**src/rtl/dff_mem_if.sv**
```systemverilog
// dff_mem_if
//   Groups the Tiny Tapeout user pins that dff_mem drives and observes.
//   Signal names match the TT template so the shell can wire them straight through.
//   Signals:
//     ena      tile enable (1 = active)
//     ui_in    [7] = we (1 = write), [6:0] = addr
//     uio_in   write data
//     uo_out   registered read data
//     uio_out  bidirectional pin output values (always 0 from the memory)
//     uio_oe   bidirectional pin output enables (always 0, so every uio pin is an input)
//   Modports:
//     master  drives ena/ui_in/uio_in and observes the outputs (TT shell or testbench)
//     slave   the memory side
interface dff_mem_if;
  logic       ena;
  logic [7:0] ui_in;
  logic [7:0] uio_in;
  logic [7:0] uo_out;
  logic [7:0] uio_out;
  logic [7:0] uio_oe;

  modport master (
    output ena,
    output ui_in,
    output uio_in,
    input  uo_out,
    input  uio_out,
    input  uio_oe
  );

  modport slave (
    input  ena,
    input  ui_in,
    input  uio_in,
    output uo_out,
    output uio_out,
    output uio_oe
  );
endinterface

```
**src/rtl/dff_mem.sv**
```systemverilog
// dff_mem
//   128 x 8 flip-flop RAM for a Tiny Tapeout tile, driven entirely through the TT user pins.
//   A write also loads the written byte into the output register (write-through).
//   A read returns mem[addr] on uo_out one clock after the address is presented.
//   While ena is low the block is frozen: no write happens and uo_out keeps its value.
//   Reset has priority over ena, and a write presented on a reset edge is dropped.
//
//   Ports:
//     clk   rising-edge clock
//     rst   synchronous, active-high reset
//     bus   dff_mem_if.slave (ena, ui_in, uio_in, uo_out, uio_out, uio_oe)
//
//   Configuration macro DFF_MEM_CLEAR_ON_RESET_EN:
//     defined   - reset also clears all words to 8'h00 in that same edge
//     undefined - memory flops have no reset and keep their contents across reset
module dff_mem #(
  parameter int ADDR_W = 7,
  parameter int DATA_W = 8
) (
  input  logic      clk,
  input  logic      rst,
  dff_mem_if.slave  bus
);

  localparam int DEPTH = 1 << ADDR_W;

  logic [DATA_W-1:0] mem [DEPTH];
  logic [DATA_W-1:0] rd_data;
  logic              we;
  logic [ADDR_W-1:0] addr;
  logic              wr_fire;

  assign we      = bus.ui_in[7];
  assign addr    = bus.ui_in[ADDR_W-1:0];
  assign wr_fire = bus.ena & we;

`ifdef DFF_MEM_CLEAR_ON_RESET_EN
  // Clearing every word in one edge means each memory flop carries a reset.
  always_ff @(posedge clk) begin
    if (rst) begin
      for (int i = 0; i < DEPTH; i++) begin
        mem[i] <= '0;
      end
    end else if (wr_fire) begin
      mem[addr] <= bus.uio_in;
    end
  end
`else
  // No reset on the storage; rst only blocks a write landing on the reset edge.
  always_ff @(posedge clk) begin
    if (!rst && wr_fire) begin
      mem[addr] <= bus.uio_in;
    end
  end
`endif

  // A write forwards the incoming byte instead of the old array contents.
  always_ff @(posedge clk) begin
    if (rst) begin
      rd_data <= '0;
    end else if (bus.ena) begin
      if (we) begin
        rd_data <= bus.uio_in;
      end else begin
        rd_data <= mem[addr];
      end
    end
  end

  assign bus.uo_out  = rd_data;
  assign bus.uio_out = 8'h00;
  assign bus.uio_oe  = 8'h00;

endmodule

```
**src/flat_wrapper.sv**
```systemverilog
// flat-port wrapper written by rule: the top's interface ports become plain ports
module dff_mem_flat 
#(
  parameter int ADDR_W = 7,
  parameter int DATA_W = 8
)
  (clk, rst, bus_ena, bus_ui_in, bus_uio_in, bus_uo_out, bus_uio_out, bus_uio_oe);
  dff_mem_if bus_i ();
  input  logic clk;
  input  logic rst;
  input wire logic [$bits(bus_i.ena)-1:0] bus_ena;
  input wire logic [$bits(bus_i.ui_in)-1:0] bus_ui_in;
  input wire logic [$bits(bus_i.uio_in)-1:0] bus_uio_in;
  output wire logic [$bits(bus_i.uo_out)-1:0] bus_uo_out;
  output wire logic [$bits(bus_i.uio_out)-1:0] bus_uio_out;
  output wire logic [$bits(bus_i.uio_oe)-1:0] bus_uio_oe;
  assign bus_i.ena = bus_ena;
  assign bus_i.ui_in = bus_ui_in;
  assign bus_i.uio_in = bus_uio_in;
  assign bus_uo_out = bus_i.uo_out;
  assign bus_uio_out = bus_i.uio_out;
  assign bus_uio_oe = bus_i.uio_oe;
  dff_mem #(.ADDR_W(ADDR_W), .DATA_W(DATA_W)) u_core (.clk(clk), .rst(rst), .bus(bus_i));
endmodule
```
**config.mk**
```make
export PLATFORM = sky130hd
export DESIGN_NAME = dff_mem_flat
export DESIGN_NICKNAME = d
export VERILOG_FILES = /design/src/rtl/dff_mem_if.sv /design/src/rtl/dff_mem.sv /design/src/flat_wrapper.sv
export SDC_FILE = /design/constraint.sdc
export NUM_CORES = 1
export LEC_CHECK = 0
export BUFFER_PORTS_ARGS = -buffer_cell sky130_fd_sc_hd__buf_4
export CORE_ASPECT_RATIO = 1.5
export CORE_MARGIN = 3
export CORE_UTILIZATION = 40
export DETAILED_ROUTE_END_ITERATION = 10
export SYNTH_ARGS = -nofsm -noshare
export SYNTH_HDL_FRONTEND = slang
export SYNTH_SLANG_ARGS = --single-unit
```
**constraint.sdc**
```tcl
create_clock -name clk -period 6.87 [get_ports clk]
set_clock_uncertainty 0.05 [all_clocks]
set_input_delay 1.374 -clock clk [delete_from_list [all_inputs] [get_ports clk]]
set_output_delay 1.374 -clock clk [all_outputs]
set_load 0.1 [all_outputs]
```
==> flow_metrics.env, run 1 <==
export IMPL_timing_final_crit_period_ns=5.04
export IMPL_holdPathEnd="u_core.bus.uo_out[0]"
export IMPL_crit_required_ns=7.36
export IMPL_port_buffers=26
export IMPL_ys_flop_type="edfxtp_1"
export IMPL_ir_drop_mv=0.175
export IMPL_synth_cell_area_mm2=0.0406
export IMPL_htreeDepth=3
export IMPL_worstPathArrival_ns=5.53
export IMPL_critical_path_max_fanout=65
export IMPL_tns_ns=0
export IMPL_synth_edf_count=1024
export IMPL_ys_warn_count=0
export IMPL_drtIter0Drc=3107
export IMPL_track_usage=0.227
export IMPL_drc=0
export IMPL_layout_drive_gt1_share=0.169
export IMPL_startpoint_type="primary input"
export IMPL_ctsResizeCount=0
export IMPL_grt_pass1_vias=23364
export IMPL_yosys_top_cells_area="edfxtp_1 76%, mux4_2 4.3%, a221oi_1 3.2%"
export IMPL_fillers=8484
export IMPL_multi_input_area_mm2=0.00891
export IMPL_ios=43
export IMPL_relSlewSlack=0.0671
export IMPL_dp_hpwl_mm=74.0
export IMPL_initial_utilization=0.405
export IMPL_tritoncts="done"
export IMPL_design_core_area_mm2=0.100
export IMPL_syn_inst=2314
export IMPL_reg2reg_to="u_core.bus.uo_out[7]"
export IMPL_rrSetupSlack_ns=3.60
export IMPL_grt_pass1_wl_mm=172
export IMPL_leakagePower_nw=14.0
export IMPL_wire_per_inst_um=32.7
export IMPL_tightest_slew_ns=1.40
export IMPL_fin_crit_sh=0.733
export IMPL_path_clk_slew_ns=0.07
export IMPL_hold_buffers=0
export IMPL_root_buffer="clkbuf_16"
export IMPL_reg2reg_depth=6
export IMPL_async_flop_share=0
export IMPL_cts_max_path_buffers=3
export IMPL_postCtsSetupBuffers=0
export IMPL_synthDominantCellAreaShare=0.757
export IMPL_report_final_slew_viol_count=0
export IMPL_cts_sinks=1032
export IMPL_drv_cap=0
export IMPL_nets=2352
export IMPL_rows=142
export IMPL_dr_pass1_iters=5
export IMPL_finalWirelength_mm=121
export IMPL_clk_insertion_delay_late_ns=0.68
export IMPL_min_delay_start="u_core.bus.uo_out[0]"
export IMPL_hold_depth=2
export IMPL_synth_most_common_cell="edfxtp_1"
export IMPL_vias=23300
export IMPL_hold_class="flop to flop"
export IMPL_path_class="primary input to flop"
export IMPL_fmax_ghz=0.198
export IMPL_place_gp_congestion=0.916
export IMPL_vias_per_cell=6.30
export IMPL_antenna_found_initial=1
export IMPL_die_area_mm2=0.106
export IMPL_grt_busiest_layer="met2"
export IMPL_outcome="finished clean"
export IMPL_use_met1=0.278
export IMPL_p_total_mw=12.7
export IMPL_die_h_um=396
export IMPL_rr_startpoint="u_core.mem[39][7]"
export IMPL_cts_made_buffers=87
export IMPL_rsz0062_at_grt="no"
export IMPL_syn2layout_area_growth_pct=11.0
export IMPL_setup_viol=0
export IMPL_synth_common_cells="1024 x edfxtp_1, 183 x nor2_1, 148 x a221oi_1, 103 x nand2_1, 98 x mux2i_1"
export IMPL_grt_max_degree=86
export IMPL_gr_usage_met3=0.0412
export IMPL_use_met2=0.377
export IMPL_register_area_mm2=0.0309
export IMPL_critPathCaptureType="flop"
export IMPL_hold_viol_final=0
export IMPL_yosysTopAreaCell="edfxtp_1"
export IMPL_synth_ff_latch_count=1032
export IMPL_die_w_um=266
export IMPL_grt_overflow=0
export IMPL_syn_avg_cell_area_um2=17.6
export IMPL_final_antenna_net_count=0
export IMPL_ys_seq_area_frac=0.761
export IMPL_powerDensity_mw_per_mm2=283
export IMPL_synth_cell_types=72
==> flip-flops by register name (all words and copies together), names as in the netlist <==
register	flops
u_core.mem	1024
u_core.bus.uo_out	8
==> routing by layer <==
| layer | vias to the layer above | wire, µm | share of wire |
|---|---|---|---|
| met4 | 0 | 8020 | 0.066 |
| met2 | 1424 | 59400 | 0.49 |
| li1 | 9450 | - | - |
| met3 | 349 | 10200 | 0.084 |
| met1 | 12077 | 43500 | 0.36 |
| met5 | - | 0 | 0 |
==> cells by family (layout without fill, tap and decap cells) <==
group,count (synthesis),in the layout,synth area share
flip-flops,1032,1032,0.761
AND/OR/NAND/NOR,361,361,0.0374
buffers and inverters,192,266,0.0230
AO/OA/AOI/OAI,471,471,0.0881
multiplexers,257,257,0.0909
other,1,17,0.0000923
==> per-stage QoR <==
stage / area [µm²] / worst slack [ns] / hold WS [ns] / utilization / instances
after detailed placement: 42300 / 1.30 / 0.454 / 0.421 / 3540
after floorplan: 40700 / 3.13 / 0.674 / - / 2329
final: 45100 / 1.83 / 0.475 / 0.450 / 3700
after CTS: 45100 / 2.02 / 0.464 / 0.449 / 3699
after global routing: 45100 / 1.71 / 0.498 / 0.449 / 3699
after global placement: 42300 / 1.25 / 0.466 / 0.421 / 3540
==> critical path, stage by stage <==
cell and delay [ns]:
clkbuf_8 0.37, buf_12 0.38, nor2_4 0.13, buf_4 0.35
a221oi_1 0.73, nor2_1 0.07, o311ai_0 1.05, o211ai_1 0.36
nor4_1 0.39, o32ai_1 0.16
==> power breakdown <==
group	internal [mW]	leakage, nW	switching [mW]
Sequential	6.93	9.27	0.00777
Combinational	0.211	3.33	0.607
Clock	2.72	1.38	2.27
Total	9.86	14.0	2.89
==> layout by cell type, fill, tap and decap left out, drive strengths merged, types with 8 or more instances in the layout <==
cell,count
nand3,14
mux4,81
clkinvlp,8
dfxtp,8
mux2i,98
buf,98
clkbuf,100
a21oi,49
a211oi,14
nor3,16
mux2,78
conb,16
bufinv,8
o221ai,16
a221oi,148
o2bb2ai,15
nand2,103
nor2b,11
clkinv,39
nor2,184
inv,13
o21ai,64
o22ai,24
edfxtp,1024
a22oi,41
a221o,19
a31oi,14
==> area by class of cell <==
cell class	count	area share
diodes	1	0.0000555
clock buffers	99	0.0511
clock inverters	60	0.0115
inverters	8	0.000665
multi-input cells	1105	0.197
flip-flops and latches	1032	0.685
well taps	1296	0.0359
repair buffers	99	0.0183
==> worst max path at each step <==
| stage | depth (start not counted) | to | slack, ns | start |
|---|---|---|---|---|
| 3_5_place_dp | 10 | u_core.bus.uo_out[7] | 1.30 | bus_ui_in[0] |
| 5_1_grt | 10 | u_core.bus.uo_out[7] | 1.71 | bus_ui_in[0] |
| 3_3_place_gp | 10 | u_core.bus.uo_out[7] | 1.25 | bus_ui_in[0] |
| 6_report | 10 | u_core.bus.uo_out[7] | 1.83 | bus_ui_in[0] |
| 2_1_floorplan | 6 | u_core.mem[80][0] | 3.13 | bus_ena |
| 4_1_cts | 10 | u_core.bus.uo_out[7] | 2.02 | bus_ui_in[0] |
Power figures use the tool's default switching activity.
==> run 2, diff against run 1 <==
- clock period: 6.87 -> 4.52 ns (I/O delays scaled with it)
==> run 2 against run 1 <==
  * Global-route usage rose by 0.20 points
  * Utilization rose by 1.4 points
  * Via count rose by 1.2%
  * Cell count rose by 4.1%
  * Critical path depth fell by 2
  * Critical endpoint is now u_core.bus.uo_out[6]
  * Largest power group unchanged
  * Highest routed layer is now met5
==> flow_metrics.env, run 2 (same netlist as run 1, synthesis figures left out) <==
export IMPL_stdcell_count=3852
export IMPL_use_met1=0.279
export IMPL_fin_area_mm2=0.0465
export IMPL_leakagePower_nw=14.9
export IMPL_hold_buffers=0
export IMPL_tritoncts="done"
export IMPL_wire_per_inst_um=31.5
export IMPL_gr_usage_met3=0.0441
export IMPL_worstPathArrival_ns=4.25
export IMPL_largest_register_ffs=1024
export IMPL_antenna_found_initial=2
export IMPL_grt_overflow=0
export IMPL_dr_pass1_iters=5
export IMPL_outcome="finished clean"
export IMPL_min_delay_start="rst"
export IMPL_tightest_slew_ns=1.16
export IMPL_hold_class="primary input to flop"
export IMPL_finalWirelength_mm=121
export IMPL_root_buffer="clkbuf_16"
export IMPL_mostFrequentLayoutCells="1024 x edfxtp_1, 229 x buf_4, 182 x nor2_1, 148 x a221oi_1, 103 x nand2_1"
export IMPL_htreeDepth=3
export IMPL_dp_hpwl_mm=77.5
export IMPL_track_usage=0.229
export IMPL_cts_made_buffers=88
export IMPL_rows=142
export IMPL_grt_pass1_vias=23851
export IMPL_layout_drive_gt1_share=0.218
export IMPL_cts_sinks=1032
export IMPL_postCtsSetupBuffers=0
export IMPL_critical_path_max_fanout=54
export IMPL_cp_depth=8
export IMPL_dpl_cell_area_mm2=0.0435
export IMPL_port_buffers=26
export IMPL_vias_per_cell=6.12
export IMPL_final_antenna_net_count=0
export IMPL_cpPeakStageDelay_ns=0.85
export IMPL_fmax_ghz=0.265
export IMPL_clk_insertion_delay_late_ns=0.70
export IMPL_slowest_stage="nor4_1"
export IMPL_path_clk_slew_ns=0.07
export IMPL_design_core_area_mm2=0.100
export IMPL_syn2layout_area_growth_pct=14.5
export IMPL_crit_family="compound AO/OA/AOI/OAI gates"
export IMPL_startpoint_type="primary input"
export IMPL_nets=2502
export IMPL_relSlewSlack=0.227
export IMPL_cp_cell_sequence="buf_8 -> buf_4 -> mux2i_1 -> nor2_1 -> o31ai_1 -> o221ai_1 -> nor4_1 -> a211oi_1"
export IMPL_powerDensity_mw_per_mm2=425
export IMPL_timing_final_crit_period_ns=3.77
export IMPL_rrSetupSlack_ns=1.39
export IMPL_hold_depth=2
export IMPL_drc=0
export IMPL_use_met2=0.379
export IMPL_critPathCaptureType="flop"
export IMPL_setup_viol=0
export IMPL_ios=43
export IMPL_die_area_mm2=0.106
export IMPL_report_final_slew_viol_count=0
export IMPL_path_buf_inv=2
export IMPL_fin_crit_sh=0.834
export IMPL_vias=23569
export IMPL_reg2reg_depth=7
export IMPL_drtIter0Drc=3005
export IMPL_holdPathEnd="u_core.bus.uo_out[6]"
export IMPL_ctsResizeCount=0
export IMPL_final_common_cell="edfxtp_1"
export IMPL_dpl_cell_count=3689
export IMPL_utilization=0.463
export IMPL_die_h_um=396
export IMPL_rr_startpoint="u_core.mem[32][6]"
export IMPL_die_w_um=266
export IMPL_grt_max_degree=88
export IMPL_grt_pass1_wl_mm=173
export IMPL_hold_viol_final=0
export IMPL_grt_busiest_layer="met2"
export IMPL_top_register="u_core.mem"
export IMPL_tns_ns=0
export IMPL_cts_max_path_buffers=3
export IMPL_crit_required_ns=5.00
export IMPL_place_gp_congestion=0.912
export IMPL_path_class="primary input to flop"
export IMPL_ir_drop_mv=0.324
export IMPL_rsz0062_at_grt="no"
export IMPL_drv_cap=0
export IMPL_reg2reg_to="u_core.bus.uo_out[6]"
export IMPL_fillers=8321
export IMPL_initial_utilization=0.405
run 2: cell count changes in the layout (fill, tap and decap cells not counted), sizes merged:
cell | previous run | this run
clkinv | 39 | 31
clkbuf | 100 | 108
inv | 13 | 12
clkinvlp | 8 | 5
buf | 98 | 247
bufinv | 8 | 15
run 2: worst max path at each step:
stage	slack [ns]	endpoint	startpoint
6_report	0.75	u_core.bus.uo_out[6]	bus_ui_in[2]
5_1_grt	0.77	u_core.bus.uo_out[6]	bus_ui_in[2]
4_1_cts	0.94	u_core.bus.uo_out[6]	bus_ui_in[2]
3_5_place_dp	0.21	u_core.bus.uo_out[6]	bus_ui_in[2]
3_3_place_gp	0.23	u_core.bus.uo_out[6]	bus_ui_in[2]
2_1_floorplan	1.25	u_core.mem[80][0]	bus_ena
run 2: layer usage:
layer,part of all wire,vias to the layer above
met4,0.068,4
li1,-,9754
met1,0.36,12119
met2,0.49,1317
met3,0.084,375
met5,0.00021,-
run 2: layout make-up:
type	count	area (µm²)	share of cell area
inverters	8	30.0	0.000645
clock buffers	107	2300	0.0495
diodes	1	2.50	0.0000538
repair buffers	248	2080	0.0448
multi-input cells	1105	8900	0.191
clock inverters	55	674	0.0145
flip-flops and latches	1032	30900	0.664
well taps	1296	1620	0.0349
run 2: metrics by stage:
step / hold WS [ns] / worst slack [ns] / power [mW]
6_report: 0.437 / 0.750 / 19.8
4_1_cts: 0.394 / 0.937 / 19.9
5_1_grt: 0.416 / 0.775 / 20.3
2_1_floorplan: 0.674 / 1.25 / 11.4
3_5_place_dp: 0.444 / 0.213 / 12.0
3_3_place_gp: 0.480 / 0.234 / 12.0
run 2: power breakdown:
part / switching (mW) / internal [mW]
combinational: 0.920 / 0.368
sequential: 0.0122 / 10.5
clock: 3.42 / 4.51
